File: config.mk
export PLATFORM = sky130hd
export DESIGN_NAME = i2c_tx_fifo
export DESIGN_NICKNAME = d
export VERILOG_FILES = /design/src/rtl/i2c_pkg.sv /design/src/rtl/i2c_tx_fifo.sv
export SDC_FILE = /design/constraint.sdc
export NUM_CORES = 1
export LEC_CHECK = 0
export ABC_AREA = 1
export BUFFER_PORTS_ARGS = -buffer_cell sky130_fd_sc_hd__buf_2
export CAP_MARGIN = 20
export CORE_MARGIN = 5
export CORE_UTILIZATION = 39
export CTS_BUF_LIST = sky130_fd_sc_hd__clkbuf_4
export CTS_CLUSTER_SIZE = 25
export DETAILED_ROUTE_END_ITERATION = 8
export PLACE_DENSITY = 0.52
export SYNTH_ARGS = -nofsm -noshare
export SYNTH_HDL_FRONTEND = slang
export SYNTH_SLANG_ARGS = --single-unit
File: constraint.sdc
create_clock -name Clk -period 4.6 [get_ports Clk]
set_clock_uncertainty 0.05 [all_clocks]
set_input_delay 0.69 -clock Clk [delete_from_list [all_inputs] [get_ports Clk]]
set_output_delay 0.69 -clock Clk [all_outputs]
set_load 0.01 [all_outputs]
File: src/rtl/i2c_pkg.sv
// rtl/i2c_pkg.sv - shared defaults and clog2 helper for the I2C transmit path
package i2c_pkg;

  localparam int I2C_FIFO_DEPTH = 16;
  localparam int I2C_FIFO_WIDTH = 8;

  // Smallest n with 2**n >= value; used for pointer and level widths.
  function automatic int clog2(input int value);
    int result;
    result = 0;
    for (int i = 0; i < 31; i++) begin
      if ((1 << i) < value) begin
        result = i + 1;
      end
    end
    return result;
  endfunction

endpackage

File: src/rtl/i2c_tx_fifo.sv
// rtl/i2c_tx_fifo.sv - first-word-fall-through transmit FIFO for an I2C master; macro I2C_TX_FIFO_LEVEL_EN adds the Level port
module i2c_tx_fifo
  import i2c_pkg::*;
#(
  parameter int DEPTH = I2C_FIFO_DEPTH,
  parameter int WIDTH = I2C_FIFO_WIDTH
) (
  input  logic                  Clk,
  input  logic                  Rst_n,
  input  logic                  Wr_En,
  input  logic [WIDTH-1:0]      Wr_Data,
  input  logic                  Flush,
  input  logic                  Buff_Next,
  output logic [WIDTH-1:0]      Data_Tx,
  output logic                  Full,
  output logic                  Empty,
  output logic                  Overflow,
`ifdef I2C_TX_FIFO_LEVEL_EN
  output logic                  Underflow,
  output logic [clog2(DEPTH):0] Level
`else
  output logic                  Underflow
`endif
);

  localparam int AW = clog2(DEPTH);
  localparam logic [AW:0] PTR_ONE = {{AW{1'b0}}, 1'b1};

  logic [WIDTH-1:0] mem_q [DEPTH];

  logic [AW:0] wr_ptr_q, wr_ptr_d;
  logic [AW:0] rd_ptr_q, rd_ptr_d;
  logic        overflow_q, overflow_d;
  logic        underflow_q, underflow_d;
  logic        bn_q;
  logic        armed_q, armed_d;

  logic        empty;
  logic        full;
  logic        pop_edge;
  logic        pop_ok;
  logic        push_ok;

  // Status decode, Buff_Next edge detection and pointer/flag next state.
  // armed_q keeps a Buff_Next held high through reset from counting as a
  // pop until it has been seen low at least once afterwards.
  always_comb begin
    empty       = (wr_ptr_q == rd_ptr_q);
    full        = (wr_ptr_q[AW] != rd_ptr_q[AW]) &&
                  (wr_ptr_q[AW-1:0] == rd_ptr_q[AW-1:0]);
    pop_edge    = Buff_Next && !bn_q && armed_q;
    pop_ok      = pop_edge && !empty;
    push_ok     = Wr_En && (!full || pop_ok);

    wr_ptr_d    = wr_ptr_q;
    rd_ptr_d    = rd_ptr_q;
    overflow_d  = overflow_q;
    underflow_d = underflow_q;
    armed_d     = armed_q || !Buff_Next;

    if (Flush) begin
      wr_ptr_d    = '0;
      rd_ptr_d    = '0;
      overflow_d  = 1'b0;
      underflow_d = 1'b0;
    end else begin
      if (push_ok) begin
        wr_ptr_d = wr_ptr_q + PTR_ONE;
      end
      if (pop_ok) begin
        rd_ptr_d = rd_ptr_q + PTR_ONE;
      end
      if (Wr_En && full && !pop_ok) begin
        overflow_d = 1'b1;
      end
      if (pop_edge && empty) begin
        underflow_d = 1'b1;
      end
    end
  end

  // Control state register with synchronous active-low reset.
  always_ff @(posedge Clk) begin
    if (!Rst_n) begin
      wr_ptr_q    <= '0;
      rd_ptr_q    <= '0;
      overflow_q  <= 1'b0;
      underflow_q <= 1'b0;
      bn_q        <= 1'b0;
      armed_q     <= 1'b0;
    end else begin
      wr_ptr_q    <= wr_ptr_d;
      rd_ptr_q    <= rd_ptr_d;
      overflow_q  <= overflow_d;
      underflow_q <= underflow_d;
      bn_q        <= Buff_Next;
      armed_q     <= armed_d;
    end
  end

  // Storage array; contents survive reset, only the pointers are cleared.
  always_ff @(posedge Clk) begin
    if (Rst_n && !Flush && push_ok) begin
      mem_q[wr_ptr_q[AW-1:0]] <= Wr_Data;
    end
  end

  assign Data_Tx   = empty ? '0 : mem_q[rd_ptr_q[AW-1:0]];
  assign Full      = full;
  assign Empty     = empty;
  assign Overflow  = overflow_q;
  assign Underflow = underflow_q;

`ifdef I2C_TX_FIFO_LEVEL_EN
  assign Level = wr_ptr_q - rd_ptr_q;
`endif

endmodule

# --- After elaboration in Yosys (flattened, before gate mapping) ---
# Memories as Yosys holds them, arrays and structs flattened. A register that Yosys moved wholly into a read port is not among the register bits.
# Index checks and enable logic that the tools add are counted.
classes:
  n_addsub: 2
  bitwise_logic: 1
  n_eq_ne: 3
  n_reduce_logical: 19
  muxes: 5
op_table:
  columns: ["operator", "count"]
  rows:
  - ["5-bit by 1-bit adder with 5-bit output, second input constant", 2]
  - ["1-bit logical AND", 10]
  - ["4-bit two-way mux", 2]
  - ["8-bit two-way mux", 1]
  - ["1-bit logical NOT", 6]
  - ["5-bit equality test", 1]
  - ["4-bit equality test", 1]
  - ["1-bit logical OR", 2]
  - ["1-bit two-way mux", 2]
  - ["2-bit OR reduction", 1]
  - ["1-bit inequality test", 1]
  - ["1-bit inverter", 1]
word_totals:
  output_inout_bits: 12
  n_memories: 1
  inputBits: 13
  mem_bits_rw: 128
  wordCells: 37
  regBits: 14
memory_table:
  columns: ["name", "words", "word_bits", "read_ports", "rd_clocked_by_memory_dff", "wr", "line_no", "rtl"]
  rows:
  - ["mem_q", 16, 8, 1, 1, 1, "i2c_tx_fifo.sv:29", "logic [WIDTH-1:0] mem_q [DEPTH];"]

# --- Logic depth before layout (Yosys ltp) ---
# Gate-level depths: netlist (run 1).
depth:
  ltp_word: 9
  mapped_depth: 10
  mapped_depth_nobuf: 9

# --- Least setup slack after synthesis (run 1) ---
# No wires, ideal clock.
synth_path:
  path_kind: "input-to-reg"
  from: "in Buff_Next"
  to: "mem mem_q[4][0] (netlist bit), enable pin"
  slack_ps: 2232
  setup_time_ps: 383
  required_ps: 4167
  path_buffers: 1
  t_arrival_ps: 1935
  path_stages: 7
  path_cell_list: "inv_2 > nor2_1 > nand2_4 > nand4_4 > nand3_4 > buf_6 > nor3_1"
synth_between:
  elab_chain_len: 8
synth_rtl:
  columns: ["element", "line_no", "rtl"]
  rows:
  - ["start: declaration", "i2c_tx_fifo.sv:13", "input logic Buff_Next,"]
  - ["1-bit logical AND (2 in series)", "i2c_tx_fifo.sv:51", "pop_edge = Buff_Next && !bn_q && armed_q;"]
  - ["1-bit logical AND", "i2c_tx_fifo.sv:52", "pop_ok = pop_edge && !empty;"]
  - ["1-bit logical OR", "i2c_tx_fifo.sv:53", "push_ok = Wr_En && (!full || pop_ok);"]
  - ["1-bit logical AND", "i2c_tx_fifo.sv:53", null]
  - ["1-bit logical AND", "i2c_tx_fifo.sv:103", "if (Rst_n && !Flush && push_ok) begin"]
  - ["1-bit two-way mux", "i2c_tx_fifo.sv:103", null]
  - ["1-bit two-way mux (implied by the code)", "i2c_tx_fifo.sv:104", "mem_q[wr_ptr_q[AW-1:0]] <= Wr_Data;"]
  - ["end: declaration", "i2c_tx_fifo.sv:29", null]
# Every way passes these cells.

==> out/metrics.cfg, run 1 <==
[clocking]
tritoncts = built
root_buffer = clkbuf_4
clk_pin_slew_worst_paths_ns = 0.10
htreeDepth = 4
postCtsHoldBufs = 0
worstSkewPairLatency_ns = 0.53
numCtsBuffers = 17
cts.repair.resized = 0
max-clock-path-buffers = 2
clock-sinks = 146
cts_setup_buffers = 0

[drt]
wl_per_cell_um = 16.5
route.vias.total = 3984
dr.pass1.iters = 5
drc = 0
routed_via_density = 4.88
drt_wl_total_um = 13500
drt_iter0_drc = 280
ant_nets = 0

[yosys]
synth_top_area_share_pct = 61.2
synth_cell_types = 32
syn_area_um2 = 6280
synth.avg_cell_area_um2 = 11.3
ys_seq_area_share_pct = 66.9
syn_nets = 576
ys_ff_latch = 146
yosysWarnings = 0
yosys-top-cells-area = edfxtp_1 61%, dfxtp_1 5.7%, inv_1 4.7%
synth.largest_area_cell = edfxtp_1
syn_inst = 558

[finish]
final_area_um2 = 6930
num-fill-cells = 1520
fin_util_pct = 43.8
nets = 606
syn_to_final_growth_pct = 10.3
drive_gt1_share_pct = 15.5

[grt]
grt_overflow = 0
grt_first_pass_wirelength_um = 21500
antenna_found_initial = 1
grt_pass1_vias = 3848
grt_use_total_pct = 15.5
grt_start_max_net_pins = 63

[die]
ioPinCount = 25
die_area_um2 = 18700
die_x_um = 137
num_rows = 46
start_util_pct = 39.7
coreArea_um2 = 15800
fp.dieH_um = 137

[critical_path]
crit_buf_inv = 2
worstSetupEndpointType = output port
crit_family = flip-flops
max_stage_delay_ns = 0.72
path_depth = 8
critPathKind = reg2out
slowest_stage = dfxtp_4
crit_required_ns = 3.86
startpoint_type = flip-flop
path_common_cell = nand2_1
critPathMaxFanout = 62
path_cells = buf_4 > o21ai_0 > a21oi_1 > o21ai_1 > nand2_1 > nand2_1 > nor2_1 > buf_2
reg2reg_depth = 8
crit_arrival_ns = 2.57

[timing]
worst_slack_ns = 1.29
slew_violations = 0
slew_headroom_pct = 48.5
final_hold_viol_count = 0
setup-tns-final_ns = 0
period_needed_ns = 3.31
rsz0062_at_grt = false
setup_viol = 0
fin_crit_sh_pct = 72.1
fmax_ghz = 0.302
tightest_slew_ns = 0.768

[place]
dp_slack_ns = 1.72
gp_congestion = 0.758
dp_hpwl_um = 8860
dpl_cell_area_um2 = 6610
portBuffers = 24

[hold_path]
hold_class = in2reg
hold_depth = 3

[outcome]
status = finished, final reports clean

[power]
ir_drop_mv = 0.146
p_leak_nw = 2.53
powerDensity_nw_per_um2 = 335

[run]
drv_cap = 0

sequential cells by signal, indices dropped and copies added (netlist names), named ones only:
name,count
wr_ptr_q,5
mem_q,128
Underflow,1
Overflow,1
rd_ptr_q,5
armed_q,1
bn_q,1
cells in the mapped netlist:
cell / instances
nor2_4: 1
nor2_8: 1
nand4_4: 1
nand2_1: 73
dfxtp_1: 18
nor3_2: 3
nor2_2: 1
nand3_1: 33
clkinv_1: 1
o211ai_1: 24
buf_4: 2
edfxtp_1: 128
a31oi_1: 1
xnor2_2: 1
buf_6: 1
o21ai_0: 35
clkdlybuf4s18_2: 1
xnor2_1: 2
clkbuf_1: 7
nand2_4: 3
nor2_1: 20
o21ai_1: 15
nor3_1: 12
buf_2: 14
a21oi_1: 57
xor2_1: 4
buf_1: 3
inv_1: 78
nand3_4: 2
ha_1: 5
inv_2: 7
nand2_2: 4
worst register-to-register path: stages (launching register included):
cell	delay [ns]
dfxtp_1	0.39
inv_1	0.18
nand2_1	0.11
nand2_4	0.09
nor2_8	0.04
nand4_4	0.13
nand3_4	0.20
nor3_1	0.55
buf_4	0.26
stage by stage:
| step | power (W) | hold WS [ns] | std cells |
|---|---|---|---|
| floorplan | 0.00151 | 0.446 | 558 |
| global placement | 0.00155 | 0.401 | 773 |
| detailed placement | 0.00155 | 0.410 | 779 |
| CTS | 0.00236 | 0.256 | 810 |
| global route | 0.00243 | 0.264 | 817 |
| finish | 0.00232 | 0.306 | 817 |
area by class of cell:
class | instances | area, um2 | area share (%)
diodes | 1 | 2.50 | 0.0361
clock inverters | 8 | 111 | 1.61
clock buffers | 23 | 173 | 2.49
repair buffers | 39 | 230 | 3.32
well taps | 216 | 270 | 3.90
inverters | 86 | 323 | 4.66
flip-flops and latches | 146 | 4210 | 60.7
multi-input cells | 298 | 1610 | 23.2
cells in the final DEF, fill, tap and decap left out, drive strengths merged:
cell type and n:
a21oi 57, a31oi 1, buf 36, bufinv 3, clkbuf 26, clkinv 6
dfxtp 18, diode 1, edfxtp 128, ha 5, inv 85, nand2 80
nand3 35, nand4 1, nor2 23, nor3 15, o211ai 24, o21ai 50
xnor2 3, xor2 4
kinds of logic after synthesis:
kind of cell	count (synthesis)	synth area share, %
adder cells (fa/ha/maj)	5	0.996
AND/OR/NAND/NOR	154	12.1
XOR/XNOR	7	1.10
flip-flops	146	66.9
buffers and inverters	114	7.43
AO/OA/AOI/OAI	132	11.5
metal layers:
layer | GRT usage (%) | vias up | share of wire (%)
met5 | 0 | - | 0
met4 | 5.27 | 0 | 1.6
met3 | 3.64 | 14 | 4.5
met2 | 23.9 | 78 | 46
met1 | 21.7 | 1908 | 48
li1 | - | 1984 | -
power by group:
group | total (W) | switching [W] | internal [W]
Sequential | 0.00145 | 0.00000389 | 0.00144
Clock | 0.000808 | 0.000404 | 0.000404
Combinational | 0.0000713 | 0.0000536 | 0.0000177
path summary, 6_finish.rpt:
check | from | to | slack, ns
worst max-delay path | flip-flop | Data_Tx[2] | 1.29
worst min-delay path | Rst_n | bn_q | 0.31
worst max register to register | wr_ptr_q[0] | mem_q[13][7] | 2.32
worst min register to register | Underflow | Underflow | 0.43
(Power assumes the default switching activity.)
==> inputs of run 2 (changes only) <==
--- a/config.mk
+++ b/config.mk
@@ -13,7 +13,7 @@
 export CTS_BUF_LIST = sky130_fd_sc_hd__clkbuf_4
 export CTS_CLUSTER_SIZE = 25
 export DETAILED_ROUTE_END_ITERATION = 8
-export PLACE_DENSITY = 0.52
+export PLACE_DENSITY = 0.54
 export SYNTH_ARGS = -nofsm -noshare
 export SYNTH_HDL_FRONTEND = slang
 export SYNTH_SLANG_ARGS = --single-unit
==> constraint.sdc (replaced) <==
create_clock -name Clk -period 2.8 [get_ports Clk]
set_clock_uncertainty 0.05 [all_clocks]
set_input_delay 0.42 -clock Clk [delete_from_list [all_inputs] [get_ports Clk]]
set_output_delay 0.42 -clock Clk [all_outputs]
set_load 0.01 [all_outputs]
==> out/metrics.cfg, run 2 (synthesis results as in run 1) <==
[die]
ioPinCount = 25
die_area_um2 = 18700
fp.dieH_um = 137
start_util_pct = 39.7
num_rows = 46
die_x_um = 137
coreArea_um2 = 15800

[power]
p_clk_share_pct = 37.7
powerDensity_nw_per_um2 = 565
p_sw_w = 0.000881
swShare_pct = 22.0
p_leak_nw = 2.60
power_frac_seq_pct = 59.3
ir_drop_mv = 0.253
internal_power_w = 0.00312
combPwrFrac_pct = 3.0

[critical_path]
crit_arrival_ns = 2.12
r2r-end = mem_q[5][0]
crit_required_ns = 2.33
critPathKind = reg2out
rrSetupSlack_ns = 0.56
r2r-start = wr_ptr_q[3]
startpoint_type = flip-flop
worstSetupEndpointType = output port
critPathMaxFanout = 31
reg2reg_depth = 6

[finish]
num-fill-cells = 1475
regArea_um2 = 4210
syn_to_final_growth_pct = 12.6
final_common_cell = edfxtp_1
nets = 615
final_cell_mix = 128 x edfxtp_1, 78 x inv_1, 73 x nand2_1
multiInputGateArea_um2 = 1610
drive_gt1_share_pct = 17.0
diodes = 0
largest_reg_flops = 128

[drt]
routed_via_density = 4.86
ant_nets = 0
drc = 0
drt_iter0_drc = 224
drt_wl_total_um = 14000
wl_per_cell_um = 16.9
dr.pass1.iters = 5
route.vias.total = 4016

[place]
gp_congestion = 0.791
dp_slack_ns = 0.429
dp_hpwl_um = 8970
portBuffers = 24

[timing]
setup_viol = 0
slew_violations = 0
tightest_slew_ns = 0.855
period_needed_ns = 2.59
hold_ws_ns = 0.104
rsz0062_at_grt = false
final_hold_viol_count = 0
fmax_ghz = 0.386
fin_crit_sh_pct = 92.6
worst_slack_ns = 0.207
setup-tns-final_ns = 0
slew_headroom_pct = 42.7

[outcome]
status = finished, final reports clean

[clocking]
clk_pin_slew_worst_paths_ns = 0.12
max-clock-path-buffers = 2
worstSkewPairLatency_ns = 0.55
clock-sinks = 146
tritoncts = built
htreeDepth = 4
numCtsBuffers = 17
root_buffer = clkbuf_4

[grt]
grt_overflow = 0
antenna_found_initial = 0
grt_first_pass_wirelength_um = 22100
grt_start_max_net_pins = 59
grt_pass1_vias = 3884
grt_use_total_pct = 15.9

[hold_path]
hold_depth = 4
hold_class = in2reg
min_to = armed_q
holdCritStartpoint = Buff_Next

[run]
drv_cap = 0

## run 2: cell count changes in the layout (fill, tap and decap cells not counted), moves of 3 or more
cell,before,now
inv_4,0,3
clkbuf_4,26,17
inv_6,0,4
buf_2,30,24
clkinv_1,4,1
buf_4,5,18
## run 2: layer usage
| metal | global-route usage [%] | wire [um] | vias to the layer above |
|---|---|---|---|
| li1 | - | - | 2003 |
| met1 | 21.8 | 6440 | 1913 |
| met2 | 25.2 | 6760 | 87 |
| met3 | 4.30 | 648 | 13 |
| met4 | 4.32 | 138 | 0 |
| met5 | 0 | 0 | - |
## run 2: area by class of cell
class | instances | share of cell area [%]
Tap cell | 216 | 3.82
Timing Repair Buffer | 48 | 4.70
Clock buffer | 17 | 1.80
Multi-Input combinational cell | 298 | 22.8
Inverter | 86 | 4.56
Sequential cell | 146 | 59.5
Clock inverter | 15 | 2.83
## run 2: how the worst max path moves through the flow
stage | from | endpoint | slack [ns] | cells after the start
2_1_floorplan | Buff_Next | mem_q[4][0] | 0.70 | 7
3_3_place_gp | Buff_Next | mem_q[5][7] | 0.48 | 7
3_5_place_dp | Buff_Next | mem_q[5][0] | 0.43 | 7
4_1_cts | flip-flop | Data_Tx[7] | 0.05 | 9
5_1_grt | flip-flop | Data_Tx[7] | 0.006 | 8
6_report | flip-flop | Data_Tx[1] | 0.21 | 9
## run 2: what timing repair did
| action | in CTS | in global routing |
|---|---|---|
| gates resized for setup | 2 | 2 |
| setup buffers | 1 | 2 |
| hold buffers | 2 | 0 |
| endpoints found under the hold margin | 1 | 0 |
| endpoints found under the setup margin | 8 | 7 |
## run 2: power groups by stage
stage,logic (W),clock network [W],registers (W)
floorplan,0.0000577,0,0.00242
global placement,0.000117,0,0.00242
detailed placement,0.000119,0,0.00242
CTS,0.000122,0.00155,0.00237
global route,0.000134,0.00164,0.00237
finish,0.000120,0.00151,0.00237
## run 2: stage by stage
step	util, %	instance area [um2]	power [W]	instances
global route	44.7	7080	0.00415	826
global placement	42.3	6690	0.00254	789
detailed placement	42.3	6690	0.00254	789
finish	44.7	7080	0.00400	826
CTS	44.6	7050	0.00405	824
floorplan	-	6280	0.00248	558
## run 2: worst max-delay path, stage by stage (launching register included)
cell	delay (ns)
dfxtp_4	0.53
buf_8	0.27
a21oi_1	0.06
o21ai_0	0.09
nand2_1	0.09
o21ai_1	0.18
nand2_1	0.07
nand2_1	0.10
nor2_1	0.05
buf_2	0.14
==> inputs of run 3 (changes only) <==
==> constraint.sdc (replaced) <==
create_clock -name Clk -period 2.8 [get_ports Clk]
set_clock_uncertainty 0.05 [all_clocks]
set_input_delay 0.56 -clock Clk [delete_from_list [all_inputs] [get_ports Clk]]
set_output_delay 0.56 -clock Clk [all_outputs]
set_load 0.01 [all_outputs]
==> out/metrics.cfg, run 3 (synthesis results as in run 1) <==
[outcome]
status = finished, final reports clean

[clocking]
numCtsBuffers = 17
postCtsHoldBufs = 0
clk_pin_slew_worst_paths_ns = 0.13
htreeDepth = 4
clock-sinks = 146
max-clock-path-buffers = 2
worstSkewPairLatency_ns = 0.54
tritoncts = built
root_buffer = clkbuf_4

[timing]
fin_crit_sh_pct = 94.8
setup-tns-final_ns = 0
slew_headroom_pct = 49.3
hold_ws_ns = 0.162
period_needed_ns = 2.65
tightest_slew_ns = 0.756
slew_violations = 0
fmax_ghz = 0.377
setup_viol = 0
final_hold_viol_count = 0
worst_slack_ns = 0.146

[critical_path]
startpoint_type = flip-flop
slowest_stage = dfxtp_4
crit_arrival_ns = 2.04
critPathKind = reg2out
worstSetupEndpointType = output port
max_stage_delay_ns = 0.43
critPathMaxFanout = 8
path_cells = buf_4 > buf_4 > a21oi_1 > o21ai_1 > nand3_1 > o21ai_1 > nand2_1 > nand2_1 > nor2_2 > buf_2
crit_required_ns = 2.19

[die]
start_util_pct = 39.7
ioPinCount = 25
die_x_um = 137
coreArea_um2 = 15800
fp.dieH_um = 137
die_area_um2 = 18700
num_rows = 46

[place]
portBuffers = 24
dp_slack_ns = 0.440
dp_hpwl_um = 8630
gp_congestion = 0.730

[power]
powerDensity_nw_per_um2 = 544
ir_drop_mv = 0.253
p_leak_nw = 2.63

[drt]
drt_iter0_drc = 273
ant_nets = 0
wl_per_cell_um = 16.7
route.vias.total = 4103
drc = 0
routed_via_density = 4.93
drt_wl_total_um = 13900
dr.pass1.iters = 4

[finish]
final_cell_mix = 128 x edfxtp_1, 77 x inv_1, 72 x nand2_1
regArea_um2 = 4210
num-fill-cells = 1487
nets = 621
fin_util_pct = 45.4
multiInputGateArea_um2 = 1620
syn_to_final_growth_pct = 14.3
largest_reg_flops = 128
final_common_cell = edfxtp_1
drive_gt1_share_pct = 19.2

[grt]
grt_first_pass_wirelength_um = 21800
grt_overflow = 0
antenna_found_initial = 1
grt_use_total_pct = 15.7
grt_start_max_net_pins = 39
grt_pass1_vias = 4001

[hold_path]
hold_class = in2reg

[run]
drv_cap = 0

-- run 3: changes by cell type in the layout (fill, tap and decap cells not counted), sizes merged --
cell	delta
clkinv	+1
bufinv	-1
diode	+1
inv	-4
dlygate4sd3	-2
buf	+8
clkinvlp	+4
-- run 3: through the flow --
step                      instance area [um2]  power (W)  cells
after floorplan                          6280    0.00248    558
after global placement                   6710    0.00254    790
after detailed placement                 6710    0.00254    790
after CTS                                7070    0.00396    824
after global routing                     7180    0.00406    833
final                                    7180    0.00390    833
-- run 3: final cells by class --
type                            instances  area share (%)
Inverter                               86            4.55
Antenna cell                            1          0.0348
Clock inverter                         15            2.54
Clock buffer                           17            1.78
Sequential cell                       146            58.7
Tap cell                              216            3.76
Timing Repair Buffer                   54            6.12
Multi-Input combinational cell        298            22.5
-- run 3: final timing paths --
path	start	to	slack (ns)	depth (start not counted)
hold reg to reg	Underflow	Underflow	0.44	2
hold / removal	Rst_n	bn_q	0.16	3
setup / recovery	flip-flop	Data_Tx[1]	0.15	10
setup reg to reg	rd_ptr_q[4]	mem_q[3][3]	0.67	5
-- run 3: routing by layer --
| layer | up-vias | track usage [%] | share of wire (%) |
|---|---|---|---|
| met4 | 0 | 5.16 | 0.62 |
| met5 | - | 0 | 0 |
| met3 | 5 | 3.57 | 3.3 |
| li1 | 2023 | - | - |
| met2 | 54 | 26.0 | 51 |
| met1 | 2021 | 20.5 | 45 |
-- run 3: critical path, delay by kind of cell (launching register included) --
family | cells | cell delay (ns)
buffers and inverters | 3 | 0.45
flip-flops | 1 | 0.43
AND/OR/NAND/NOR | 4 | 0.33
AO/OA/AOI/OAI | 3 | 0.30
-- run 3: repair_timing --
item	in CTS	in global routing
setup buffers	1	8
setup endpoints to repair	8	8
endpoints found under the hold margin	0	0
gates resized for setup	3	9
gates cloned	1	0
-- run 3: power breakdown --
group          switching (W)  internal [W]  total, W
Clock               0.000788      0.000628   0.00142
Sequential        0.00000508       0.00237   0.00237
Combinational      0.0000839     0.0000325  0.000116
